`config.mk`:
```
export PLATFORM = sky130hd
export DESIGN_NAME = led_bit_tx
export DESIGN_NICKNAME = d
export VERILOG_FILES = /design/src/rtl/led_test_pkg.sv /design/src/rtl/led_bit_tx.sv
export SDC_FILE = /design/constraint.sdc
export NUM_CORES = 1
export LEC_CHECK = 0
export ABC_AREA = 0
export BUFFER_PORTS_ARGS = -buffer_cell sky130_fd_sc_hd__buf_4
export CORE_AREA = 2 2 39 41
export DETAILED_ROUTE_END_ITERATION = 10
export DIE_AREA = 0 0 41 43
export GPL_ROUTABILITY_DRIVEN = 0
export MAX_ROUTING_LAYER = met4
export PLACE_DENSITY_LB_ADDON = 0.15
export RECOVER_POWER = 100
export SETUP_SLACK_MARGIN = 0.15
export SLEW_MARGIN = 20
export SYNTH_ARGS = -nofsm -noshare
export SYNTH_HDL_FRONTEND = slang
export SYNTH_SLANG_ARGS = --single-unit
```
`constraint.sdc`:
```
create_clock -name clk -period 1.9 [get_ports clk]
set_input_delay 0.57 -clock clk [delete_from_list [all_inputs] [get_ports clk]]
set_output_delay 0.57 -clock clk [all_outputs]
set_load 0.02 [all_outputs]
```
`src/rtl/led_test_pkg.sv`:
```
// Shared timing constants and sequencer state type for the everloop
// LED ring test-pattern generator (led_test, led_bit_tx).
package led_test_pkg;

    localparam int BIT_CYCLES   = 63;
    localparam int T0H          = 20;
    localparam int T1H          = 40;
    localparam int LATCH_CYCLES = 4000;
    localparam int BITS_PER_LED = 32;

    localparam int BIT_CW   = $clog2(BIT_CYCLES);
    localparam int LATCH_CW = $clog2(LATCH_CYCLES);
    localparam int BIT_IW   = $clog2(BITS_PER_LED);

    typedef enum logic [1:0] {
        ST_LATCH,
        ST_LOAD,
        ST_SEND
    } state_t;

endpackage

```
`src/rtl/led_bit_tx.sv`:
```
// NRZ single-bit serializer: start loads bit_val, dout high T0H/T1H
// clocks then low, done pulses on the last of BIT_CYCLES clocks.
// Ports: clk, rst (async active-low), start, bit_val, dout, done.
module led_bit_tx (
    input  logic clk,
    input  logic rst,
    input  logic start,
    input  logic bit_val,
    output logic dout,
    output logic done
);
    import led_test_pkg::*;

    localparam logic [BIT_CW-1:0] LAST = BIT_CW'(BIT_CYCLES - 1);
    localparam logic [BIT_CW-1:0] HI0  = BIT_CW'(T0H);
    localparam logic [BIT_CW-1:0] HI1  = BIT_CW'(T1H);

    logic [BIT_CW-1:0] cnt;
    logic [BIT_CW-1:0] nxt;
    logic [BIT_CW-1:0] hi_len;
    logic              busy;
    logic              hi;

    assign nxt    = cnt + 1'b1;
    assign hi_len = hi ? HI1 : HI0;
    assign done   = busy && (cnt == LAST);

    // A start on the done cycle begins the next bit with no gap.
    always_ff @(posedge clk or negedge rst) begin
        if (!rst) begin
            busy <= 1'b0;
            cnt  <= '0;
            hi   <= 1'b0;
            dout <= 1'b0;
        end else if (start) begin
            busy <= 1'b1;
            cnt  <= '0;
            hi   <= bit_val;
            dout <= 1'b1;
        end else if (busy) begin
            if (done) begin
                busy <= 1'b0;
                cnt  <= '0;
                dout <= 1'b0;
            end else begin
                cnt  <= nxt;
                dout <= (nxt < hi_len);
            end
        end
    end

endmodule

```
======== Word-level counts from Yosys, hierarchy flattened ========
Cells that the tools add are included.
Widths: inputs -> output; s select.
word-level totals
  bits in writable memories ............... 0
  bits in read-only memories .............. 0
  flip-flop bits (word level) ............. 9
  bits of input ports ..................... 4
  latch bits .............................. 0
  memories kept ........................... 0
  output and inout port bits .............. 2
cells by class
  magnitude comparators ................... 1
  bitwise operators ....................... 0
  multiplexer cells ....................... 10
  eq/ne operators ......................... 1
  reductions and logical operators ........ 2
  shifts and indexed selects .............. 0
  multipliers ............................. 0
  div/mod/pow operators ................... 0
  add/sub/neg operators ................... 1
operators with widths
  cell                 number
  $mux 6               4
  $add 6x1->6 const B  1
  $eq 6x6->1 const B   1
  $lt 6x6->1           1
  $mux 1               6
  $reduce_bool 2->1    1
  $logic_and 1x1->1    1

======== Longest topological paths before layout ========
  depth after elaboration ................. 5
  gate-level depth with buffers ........... 7
  gate-level depth less buffers ........... 7

======== Least setup slack after synthesis ========
OpenSTA, ideal clock, no wires.
  path kind ............................... register to output
  start point ............................. register cnt[0]
  end point ............................... output done
  slack ................................... 0.296 ns
  stages on the path, launching flop included .. 5
  path buffers ............................ 0
  arrival ................................. 1.034 ns
  cell sequence ........................... dfrtp_1 -> inv_1 -> ha_1 -> nand2_1 -> nor2_1
on the way
  word-level cells in the longest chain between the ends .. 2
ends and longest elaborated chain
  what                      RTL line          RTL
  start: declaration        led_bit_tx.sv:18  logic [BIT_CW-1:0] cnt;
  start signal: assignment  led_bit_tx.sv:46  cnt <= nxt;
  $eq 6x6->1                led_bit_tx.sv:26  assign done = busy && (cnt == LAST);
  $logic_and 1x1->1         led_bit_tx.sv:26
  end: declaration          led_bit_tx.sv:10  output logic done
Every way passes these cells.

======== Worst setup path in the final report ========
Ends and elaborated chain as after synthesis.

==> impl_summary.txt <==
----------------------------------------------------
[Outcome]
  Result of the run ... completed

[STA]
  Hold Worst Slack ... 245.7 ps
  Setup violation total in the final timing report ... 0
  Unrepaired setup endpoints after global routing ... true
  Final Hold Violating Endpoints ... 0
  Final critical path time including I/O delays and setup ... 1802 ps
  Final Max Slew Viols ... 0
  Headroom to the max-slew limit ... 64.91%
  Total Negative Setup Slacks ... 0 ps
  Max frequency ... 0.5549 GHz
  Worst-Margin Slew ... 526.4 ps
  Fin crit share ... 94.86%
  Clock tree skew after final layout ... 2.204 ps

[Power and ir drop]
  Pleak ... 0.3492 nW
  Worst voltage drop across the vdd grid ... 0.2929 mV
  Power density over cell area ... 582.5 mW/mm^2
  Power Total ... 435.8 uW

[Synthesis]
  Portion of netlist area occupied by mux cells ... 0%
  Mapped Avg Cell Area ... 9.267 sq um
  Sequential element share of the synthesized area ... 41.19%
  Synthesized area ... 546.8 sq um
  Cells after synthesis ... 59
  Register bit count reported by yosys ... 9
  Simple-gate area share of the yosys netlist ... 16.70%
  Complex-gate fraction of the synthesized area ... 21.51%
  Synth Area in Adders ... 11.44%
  Fraction of synthesized cell area in xor and xnor cells ... 6.407%
  Unique masters post-synth ... 24
  Synth Net Count ... 68
  Ys Warns ... 0
  Main combinational cell family by area after synthesis ... compound AO/OA/AOI/OAI gates

[Cells and area]
  Final net count ... 86
  Share of final-layout standard cells stronger than drive strength 1 ... 34.21%
  Final cell count without fillers ... 92
  Area growth from synthesis to final layout ... 36.84%
  Cell area after layout ... 748.2 sq um
  Number of filler cells placed in the layout ... 134
  Antenna Diode Count ... 0

[Global route]
  Vias in the first global route ... 480
  Overflow left after global routing ... 0
  Global-route wire length before repair ... 2166 um
  Initial antenna violation count ... 0
  Largest net degree at the start of global routing ... 12
  Total Routing Usage GR ... 20.15%

[Hold path]
  Min-Delay Path Class ... primary input to asynchronous set/reset pin

[CTS]
  Clock Root Buffer ... sky130_fd_sc_hd__clkbuf_4
  TritonCTS Buffers ... 3
  Count of H-tree levels built during CTS ... 1
  Clock net sink count ... 9
  Clock network latency to the later pin of the worst-skew pair ... 270 ps
  TritonCTS clock tree ... done
  Clock-pin slew of the registers on the worst-case setup and hold paths ... 70 ps
  Count of hold-fix buffers inserted at cts ... 0
  Max Buffers Root-to-Sink ... 2

[Critical path]
  Depth of the worst register-to-register path ... 9
  Internal reg-to-reg setup slack ... 100 ps
  Element type at the critical path end ... output pin
  Critical register-to-register path startpoint ... cnt[0]
  CP Launch Type ... flip-flop
  Signal arrival time at the worst endpoint ... 1230 ps
  Cell with the biggest individual delay on the critical path ... sky130_fd_sc_hd__dfrtp_2
  Worst-path maximum fanout ... 3
  Critical Path RT ... 1330 ps
  CP Cell Sequence ... inv_1 -> ha_4 -> nand2_2 -> nor2_1 -> buf_4
  Critical path class ... flip-flop to output pin
  Maximum single-stage delay on the critical path ... 410 ps
  FF-to-FF End ... cnt[3]

[Floorplan]
  Full die area ... 0.001763 sq mm
  Std cell rows ... 14
  X dimension of the die ... 41 um
  Die Y-Extent ... 43 um
  I/O pin count ... 6
  Initial core utilization ... 39.51%
  Core area ... 0.001384 sq mm

[Route]
  Number of vias per cell ... 5.576
  Number of nets still failing antenna checks after routing ... 0
  Number of search-and-repair iterations in the first detailed-routing pass ... 4
  Sum of routed wire length over all layers ... 1354 um
  DRC violations left ... 0
  Initial drt markers ... 14
  Vias ... 513
  Routed wire per std cell ... 14.72 um

[Placement]
  Placed cell areas ... 623.1 sq um
  Dpl cells ... 82
  Port Buffers ... 5
  Half-perimeter wire length of the detailed placement result ... 857.7 um

[Flow run]
  Max-cap viol count ... 0

----------------------------------------------------
==> repair_timing <==
item / 4_1_cts / 5_1_grt
setup buffers: 6 / 0
pin swaps: 1 / 2
resized for setup: 9 / 7
endpoints found under the setup margin: 2 / 4
==> Yosys cell counts <==
library cell               n  area share [%]
sky130_fd_sc_hd__or2_1     1             1.1
sky130_fd_sc_hd__xnor2_1   2             3.2
sky130_fd_sc_hd__o31a_1    1             1.6
sky130_fd_sc_hd__clkbuf_1  1            0.69
sky130_fd_sc_hd__or3_1     1             1.1
sky130_fd_sc_hd__a21o_1    1             1.4
sky130_fd_sc_hd__o31ai_1   1             1.4
sky130_fd_sc_hd__nor2_1    4             2.7
sky130_fd_sc_hd__a32o_1    1             1.8
sky130_fd_sc_hd__nand3_1   3             2.7
sky130_fd_sc_hd__o211a_1   1             1.8
sky130_fd_sc_hd__dfrtp_1   9              41
sky130_fd_sc_hd__nand4_1   1             1.1
sky130_fd_sc_hd__xor2_1    2             3.2
sky130_fd_sc_hd__a21oi_1   6             5.5
sky130_fd_sc_hd__o21ai_0   4             3.7
sky130_fd_sc_hd__ha_1      5              11
sky130_fd_sc_hd__nor3b_1   1             1.4
sky130_fd_sc_hd__nor2b_1   1             1.1
sky130_fd_sc_hd__nand2b_1  1             1.1
sky130_fd_sc_hd__a31o_2    1             1.6
sky130_fd_sc_hd__inv_1     3             2.1
sky130_fd_sc_hd__o211ai_1  2             2.7
sky130_fd_sc_hd__nand2_1   6             4.1
==> worst max-delay path, delay by kind of cell (launching register included) <==
family                     cells  cell delay, ps
adders and majority gates      1             160
and+or+nand+nor                2             130
DFF                            1             410
buffers and inverters          2             260
==> worst max-delay path by stage <==
stage          slack (ps)    to    from  cells past startpoint
4_1_cts               130  done  cnt[1]                      5
5_1_grt                40  done  cnt[0]                      5
2_1_floorplan         300  done  cnt[0]                      4
3_3_place_gp          190  dout  cnt[0]                      7
3_5_place_dp          150  dout  cnt[0]                      7
6_report              100  done  cnt[0]                      5
==> sequential cells by signal, summed over array words and instances, names as in the netlist <==
register / count
dout: 1
cnt: 6
hi: 1
busy: 1
==> layout make-up <==
cell class	instances	area, sq um	area share, %
clock buffer	4	26.28	3.512
sequential	9	229.0	30.60
timing repair buffer	14	105.1	14.05
inverter	3	11.26	1.505
multi-input combinational	46	356.6	47.66
tap	16	20.02	2.676
==> kinds of logic (layout without fill, tap and decap cells) <==
| group | after synthesis | in the layout |
|---|---|---|
| AO/OA/AOI/OAI | 18 | 18 |
| XOR/XNOR | 4 | 4 |
| adder cells (fa/ha/maj) | 5 | 5 |
| buffers and inverters | 4 | 21 |
| flip-flops | 9 | 9 |
| AND/OR/NAND/NOR | 19 | 19 |
==> cells in the final DEF, fill, tap and decap left out, drive strengths merged <==
cell and n:
nand2b 1, nand4 1, or2 1, a32o 1, a31o 1, nor2 4, o211a 1, o31ai 1
buf 10, nor2b 1, o21ai 4, inv 3, xnor2 2, dfrtp 9, clkbuf 8, or3 1
nor3b 1, nand3 3, nand2 6, a21oi 6, o211ai 2, a21o 1, ha 5, o31a 1
xor2 2
==> through the flow <==
step	setup WS, ps	utilization, %
6_report	97.74	54.07
5_1_grt	40.84	54.07
4_1_cts	127.5	52.71
3_5_place_dp	147.9	45.03
3_3_place_gp	190.4	45.03
2_1_floorplan	296.0	-
==> where the power goes <==
group	switching (mW)	internal, mW	total, mW
Clock	0.0752	0.0813	0.157
Combinational	0.0370	0.0339	0.0709
Sequential	0.00842	0.200	0.208
Total	0.121	0.315	0.436
==> metal layers <==
| layer | vias up | GRT usage (%) | wire (um) |
|---|---|---|---|
| met5 | - | - | 0 |
| met4 | 0 | 17.33 | 61 |
| met3 | 6 | 6.283 | 80 |
| met2 | 23 | 24.69 | 606 |
| met1 | 235 | 25.59 | 606 |
| li1 | 249 | - | - |
No activity file was read; power rests on OpenSTA's default activity.
